**config.mk**
```make
export PLATFORM = sky130hd
export DESIGN_NAME = dds_sweep_ctrl
export DESIGN_NICKNAME = d
export VERILOG_FILES = /design/src/rtl/dds_sweep_ctrl.sv
export SDC_FILE = /design/constraint.sdc
export NUM_CORES = 1
export LEC_CHECK = 0
export CAP_MARGIN = 25
export CORE_UTILIZATION = 56
export CTS_CLUSTER_DIAMETER = 120
export CTS_CLUSTER_SIZE = 24
export DETAILED_ROUTE_END_ITERATION = 10
export PLACE_DENSITY_LB_ADDON = 0.1
export SLEW_MARGIN = 5
export SYNTH_ARGS = -nofsm -noshare
export SYNTH_HDL_FRONTEND = slang
export SYNTH_SLANG_ARGS = --single-unit
```
**constraint.sdc**
```tcl
create_clock -name clk -period 5.1 [get_ports clk]
set_input_delay 0.51 -clock clk [delete_from_list [all_inputs] [get_ports clk]]
set_output_delay 0.51 -clock clk [all_outputs]
set_load 0.02 [all_outputs]
```
**src/rtl/dds_sweep_ctrl.sv**
```systemverilog
// dds_sweep_ctrl: frequency-sweep sequencer for the DDS phase accumulator.
// Steps the tuning word from ftw_start to ftw_stop in ftw_inc increments.
// Each word is held for dwell+1 cycles. The sweep can stop on its own, on abort or on rst.
// Optional build macro DDS_SWEEP_LOOP_EN adds a 'loop' input.
// With loop set at start, the block runs a continuous triangle sweep between the two endpoints.
module dds_sweep_ctrl #(
  parameter int unsigned FTW_W   = 16,
  parameter int unsigned DWELL_W = 16
) (
  input  logic               clk,
  input  logic               rst,
  input  logic               start,
  input  logic               abort,
`ifdef DDS_SWEEP_LOOP_EN
  input  logic               loop,
`endif
  input  logic [FTW_W-1:0]   ftw_start,
  input  logic [FTW_W-1:0]   ftw_stop,
  input  logic [FTW_W-1:0]   ftw_inc,
  input  logic [DWELL_W-1:0] dwell,
  output logic [FTW_W-1:0]   ftw_out,
  output logic               dds_en,
  output logic               busy,
  output logic               done,
  output logic               dir_down
);

  localparam int unsigned EXT_W = FTW_W + 1;

  typedef enum logic [1:0] {
    IDLE = 2'd0,
    RUN  = 2'd1,
    DONE = 2'd2
  } state_t;

  state_t             state;
  logic [DWELL_W-1:0] cnt;
  logic [DWELL_W-1:0] dwell_lat;
  logic [FTW_W-1:0]   inc_lat;
  // Current sweep target; in loop mode it swaps with the other endpoint.
  logic [FTW_W-1:0]   stop_lat;
`ifdef DDS_SWEEP_LOOP_EN
  logic [FTW_W-1:0]   start_lat;
  logic               loop_lat;
`endif

  logic               dwell_end;
  logic               at_target;

  // Next word toward tgt: a widened add/subtract, clamped at tgt so it never wraps.
  function automatic logic [FTW_W-1:0] step_word(
    input logic [FTW_W-1:0] cur,
    input logic [FTW_W-1:0] inc,
    input logic [FTW_W-1:0] tgt,
    input logic             down
  );
    logic [EXT_W-1:0] sum;
    logic [EXT_W-1:0] diff;
    logic [FTW_W-1:0] res;
    sum  = EXT_W'(cur) + EXT_W'(inc);
    diff = EXT_W'(cur) - EXT_W'(inc);
    if (down) begin
      res = (diff[FTW_W] || (diff[FTW_W-1:0] <= tgt)) ? tgt : diff[FTW_W-1:0];
    end else begin
      res = (sum >= EXT_W'(tgt)) ? tgt : sum[FTW_W-1:0];
    end
    return res;
  endfunction

  // Dwell expiry and endpoint detection for the current word.
  always_comb begin
    dwell_end = 1'b0;
    at_target = 1'b0;
    dwell_end = (cnt == dwell_lat);
    at_target = (ftw_out == stop_lat);
  end

  // Sweep FSM with registered outputs.
  always_ff @(posedge clk or posedge rst) begin
    if (rst) begin
      state     <= IDLE;
      ftw_out   <= '0;
      dds_en    <= 1'b0;
      busy      <= 1'b0;
      done      <= 1'b0;
      dir_down  <= 1'b0;
      cnt       <= '0;
      dwell_lat <= '0;
      inc_lat   <= '0;
      stop_lat  <= '0;
`ifdef DDS_SWEEP_LOOP_EN
      start_lat <= '0;
      loop_lat  <= 1'b0;
`endif
    end else if (abort) begin
      // Abort wins everywhere: drop to IDLE, keep the current word, no done pulse.
      state  <= IDLE;
      dds_en <= 1'b0;
      busy   <= 1'b0;
      done   <= 1'b0;
    end else begin
      case (state)
        IDLE: begin
          dds_en <= 1'b0;
          busy   <= 1'b0;
          done   <= 1'b0;
          if (start) begin
            stop_lat  <= ftw_stop;
            inc_lat   <= ftw_inc;
            dwell_lat <= dwell;
`ifdef DDS_SWEEP_LOOP_EN
            start_lat <= ftw_start;
            loop_lat  <= loop;
`endif
            ftw_out   <= ftw_start;
            dir_down  <= (ftw_start > ftw_stop);
            cnt       <= '0;
            dds_en    <= 1'b1;
            busy      <= 1'b1;
            state     <= RUN;
          end
        end

        RUN: begin
          dds_en <= 1'b1;
          busy   <= 1'b1;
          done   <= 1'b0;
          if (!dwell_end) begin
            cnt <= cnt + DWELL_W'(1);
          end else begin
            cnt <= '0;
`ifdef DDS_SWEEP_LOOP_EN
            if (loop_lat && (inc_lat == '0)) begin
              // Zero step in loop mode: keep holding the word indefinitely.
              state <= RUN;
            end else if (loop_lat && at_target) begin
              // Endpoint reached: reverse and step straight away so endpoints are not doubled.
              stop_lat  <= start_lat;
              start_lat <= stop_lat;
              dir_down  <= ~dir_down;
              ftw_out   <= step_word(ftw_out, inc_lat, start_lat, ~dir_down);
            end else
`endif
            if (at_target || (inc_lat == '0)) begin
              state  <= DONE;
              dds_en <= 1'b0;
              busy   <= 1'b0;
              done   <= 1'b1;
            end else begin
              ftw_out <= step_word(ftw_out, inc_lat, stop_lat, dir_down);
            end
          end
        end

        DONE: begin
          // One-cycle done pulse; a start seen here is ignored.
          dds_en <= 1'b0;
          busy   <= 1'b0;
          done   <= 1'b0;
          state  <= IDLE;
        end

        default: begin
          dds_en <= 1'b0;
          busy   <= 1'b0;
          done   <= 1'b0;
          state  <= IDLE;
        end
      endcase
    end
  end

endmodule

```
# Word level (Yosys, flattened, before mapping)
# Index checks and enable logic that the tools add are counted.
# word_totals
latch_bits,0
ram_bits,0
memories,0
ff_bits,85
rom_bits,0
in_bits,68
out_inout_bits,20
# op_classes
n_mux,24
mul,0
n_shift,0
div,0
bitwise,1
n_eq_ne,9
addsub,3
order_cmp,3
n_reduce_logical,9
# ops
cell,count
$mux W16,8
$pmux W16 S2,2
$eq A16 B16 Y1,2
$add A16 B16 Y17,1
$ge A17 B16 Y1,1
$sub A16 B16 Y17,1
$add A16 B1 Y16 const B,1
$gt A16 B16 Y1,1
$le A16 B16 Y1,1
$logic_not A16 Y1,1
$ne A3 B3 Y1 const B,3
$reduce_and A3 Y1,3
$mux W1,8
$mux W2,4
$ne A2 B2 Y1 const B,3
$reduce_and A5 Y1,1
$pmux W2 S2,1
$eq A2 B1 Y1 const B,1
$logic_not A2 Y1,1
$logic_or A1 B1 Y1,2
$pmux W1 S2,1
$reduce_bool A2 Y1,1
$not A1 Y1,1

# Depth between registers and ports, before layout
# depth
depth_word,8
ltp_mapped,19
depth_no_buf,19

# Worst setup path after synthesis
# OpenSTA, ideal clock, no wires.
# synth_timing
path_kind,reg-to-reg
startpoint,reg ftw_out[0]
endpoint,reg ftw_out[9]
setup_time_ns,0.126
period_less_slack_ns,4.327
n_path_buf,0
setup_slack_ns,0.773
arrival_ns,4.201
required_ns,4.974
path_stages_with_launch,20
cell_sequence,dfrtp_1 -> inv_1 -> ha_1 -> inv_1 -> fa_1 -> a211oi_2 -> o21bai_2 -> o41ai_4 -> a21oi_2 -> nor2_1 -> xnor2_1 -> ha_1 -> nand4_1 -> nor4_1 -> a21boi_0 -> nand4b_1 -> and4_2 -> nor3_4 -> a221o_1 -> a221o_1
# synth_via
elab_chain_len,8
# synth_rtl
item,line_no,source
from (decl),21,"output logic [FTW_W-1:0] ftw_out,"
from (signal assigned),115,ftw_out <= ftw_start;
from (signal assigned),150,"ftw_out <= step_word(ftw_out, inc_lat, stop_lat, dir_down);"
$sub A16 B16 Y17,61,diff = EXT_W'(cur) - EXT_W'(inc);
$le A16 B16 Y1,63,res = (diff[FTW_W] || (diff[FTW_W-1:0] <= tgt)) ? tgt : diff[FTW_W-1:0];
$logic_or A1 B1 Y1,63,
$mux W16,63,
$mux W16,62,if (down) begin
$mux W16,144,if (at_target || (inc_lat == '0)) begin
$mux W16,128,if (!dwell_end) begin
$pmux W16 S2,102,case (state)
# Several ways; a longest one is shown, not always the timed one. The select of a mux whose other input is x is not followed.
# A chain may end at the register's enable or synchronous reset.

# Worst setup path after layout
# Ends and elaborated chain as after synthesis.

==> metrics.cfg <==
[floorplanning]
rows=40
ios=88
dieArea_mm2=0.0132
initial_utilization_pct=58.4
core_mm2=0.0123
chipWidth_um=115
die_y_um=115

[cells_and_area]
drive_gt1_share_pct=8.65
utilization_pct=69.8
multi_input_area_mm2=0.00468
nets=1048
area_delta_synth_final_pct=19.5
fillers=1010
register_area_mm2=0.00213
design_area_mm2=0.00856
antenna_cells=0

[global_routing]
grt_pass1_wl_um=36100
grt-ovfl-total=0
antenna_found_initial=0
grt.total_usage_pct=36.7
grt_start_max_net_pins=55
grt_pass1_vias=6541

[clock_network]
cts_tree=yes
clk_pin_slew_ns=0.07
clock-sinks=85
cts.htree.levels=3
cts_buffers=9
cts_buffer_depth=2
holdBufCountCts=0
root_buffer=clkbuf_16
clock_latency_ns=0.36

[flow_run]
cap_viol_max_count=0

[timing]
layout_min_cycle_time_ns=4.87
final-hold-violation-count=0
whs_ns=0.420
setup_viol=0
finalSetupTns_ns=0
max_freq_ghz=0.205
clock_skew_ns=0.0100
relSlewSlack_pct=46.1
rsz0062_at_grt=false
finalCritPeriodShare_pct=95.6
slew_viol_final=0
tightestPinTransition_ns=0.806

[power_and_ir_drop]
ir_worst_vdd_v=0.000280
cellLeakagePower_nw=3.79
p_per_area_mw_per_mm2=461

[synth]
synthTopCellsByArea=dfrtp_1 (30%), ha_1 (14%), xor2_1 (5.5%)
ys_seq_area_share_pct=29.7
syn_nets=970
syn_avg_cell_area_um2=8.74
ys_types=74
synth_edf_count=0
synth-main-ff-cell=dfrtp_1
async_reset_ff_share_pct=100
yosys.area.top_type=dfrtp_1
ys_warn_count=0
syn_inst=819
synth_area_mm2=0.00716
yosys.area.top_type_share_pct=29.7
synth_seq_cells=85

[setup_path]
rr_startpoint=ftw_out[0]
arrival_ns=5.11
crit_required_ns=5.34
startpoint_type=flip-flop
crit_start=ftw_out[0]
crit_type=flip-flop to flip-flop
cp_max_fo=6
critPathCaptureType=flip-flop

[drt]
via_per_inst=6.35
drtAntennaViolNets=0
wl_um=23100
wl_per_cell_um=21.6
vias=6795
drt-initial-drc-count=639
dr.pass1.iters=5
drc=0

[placement]
gpl.final_weighted_congestion=1.03
numPortBuffers=87
hpwl_um=18000
placedInstanceArea_mm2=0.00818

[outcome]
status=finished, final reports clean

[worst_hold_path]
hold_path.class=primary input to asynchronous set/reset pin

## stage by stage
step	cells	setup WS (ns)	power, W
floorplan	819	0.773	0.00242
global placement	1052	0.334	0.00308
detailed placement	1052	0.272	0.00310
CTS	1068	0.225	0.00383
global route	1070	0.00738	0.00417
finish	1070	0.226	0.00394
## worst max-delay path, stage by stage, from the launching register on
cell and delay, ns:
dfrtp_1 0.44, inv_1 0.08, ha_1 0.17, inv_1 0.06, fa_1 0.45, a211oi_2 0.25, o21bai_2 0.17, o41ai_4 0.37
nand2_1 0.14, a211oi_1 0.48, ha_1 0.35, and4_1 0.17, a41oi_2 0.42, and3_1 0.22, o211a_1 0.22, nor3_4 0.08
a221o_1 0.34, a221o_1 0.32
## layout by cell type, fill, tap and decap left out, drive strengths merged, types with 11 or more instances in the layout
cell           netlist  layout
xor2                45      45
xnor2               19      19
mux2                20      20
nor3                11      11
a211oi              17      17
inv                 62      64
a21oi               51      51
dfrtp               85      85
and3                11      11
nand2               65      65
nor4                16      16
nor2b               11      11
ha                  81      81
o211ai              11      11
nor2                52      52
o21ai               69      69
buf                 12      14
a21o                14      14
clkdlybuf4s50        0      87
nand3               19      19
nand4               14      14
## cell type report
type / count / area share (%)
inverters: 63 / 2.78
clock inverters: 7 / 1.07
flip-flops and latches: 85 / 24.9
clock buffers: 9 / 2.63
well taps: 168 / 2.46
multi-input cells: 637 / 54.7
repair buffers: 101 / 11.5
## registers in the layout, summed over array words and instances (netlist names)
name / flops
stop_lat: 16
state: 2
cnt: 16
dir_down: 1
ftw_out: 16
busy: 1
dwell_lat: 16
done: 1
inc_lat: 16
## layer usage
| layer | vias up | global-route usage, % | wire, um |
|---|---|---|---|
| met5 | - | 0 | 0 |
| met4 | 0 | 12.4 | 711 |
| met3 | 46 | 9.91 | 2320 |
| met2 | 359 | 56.9 | 10400 |
| met1 | 3292 | 49.6 | 9740 |
| li1 | 3098 | - | - |
## cells by family (layout without fill, tap and decap cells)
| family | count (synthesis) | in the layout | synth area share (%) |
|---|---|---|---|
| adders and majority gates | 83 | 83 | 14.7 |
| DFF | 85 | 85 | 29.7 |
| muxes | 30 | 30 | 4.54 |
| xor gates and xnor gates | 64 | 64 | 7.83 |
| buffers and inverters | 97 | 180 | 5.52 |
| AOI/OAI and AO/OA | 224 | 224 | 20.9 |
| and+or+nand+nor | 236 | 236 | 16.8 |
## where the power goes
| part | leakage (nW) | switching (W) | internal, W | total (W) |
|---|---|---|---|---|
| sequential | 1.04 | 0.000118 | 0.000770 | 0.000888 |
| combinational | 2.60 | 0.00139 | 0.000947 | 0.00234 |
| clock | 0.151 | 0.000322 | 0.000392 | 0.000714 |
| total | 3.79 | 0.00183 | 0.00211 | 0.00394 |
## synth_stat cells, drive strengths merged (7+ instances only)
library cell and instances:
a31oi 7, o31ai 8, nand3 19, o21ai 69, xor2 45, and3 11
nand4 14, nor4 16, o211ai 11, a211oi 17, nor2b 11, mux2 20
nor3 11, mux2i 10, nor2 52, dfrtp 85, inv 62, o21a 10
o21bai 7, nand2 65, clkbuf 22, a21oi 51, a21o 14, buf 12
xnor2 19, ha 81, nand2b 7
## path summary, 6_finish.rpt
kind                            depth (start not counted)  slack [ns]       endpoint
worst max-delay path                                   17        0.23     ftw_out[9]
worst min-delay path                                    2        0.42    stop_lat[5]
worst max register to register                         17        0.23     ftw_out[9]
worst min register to register                          1        0.53  dwell_lat[13]
max in group asynchronous                               4        3.69   dwell_lat[8]
min in group clk                                        1        0.53  dwell_lat[13]
## timing repair
action | 4_1_cts | 5_1_grt
resized for setup | 0 | 7
endpoints found under the setup margin | 0 | 16
setup buffers | 0 | 1
Note: power is estimated with default switching activity, not from simulation.
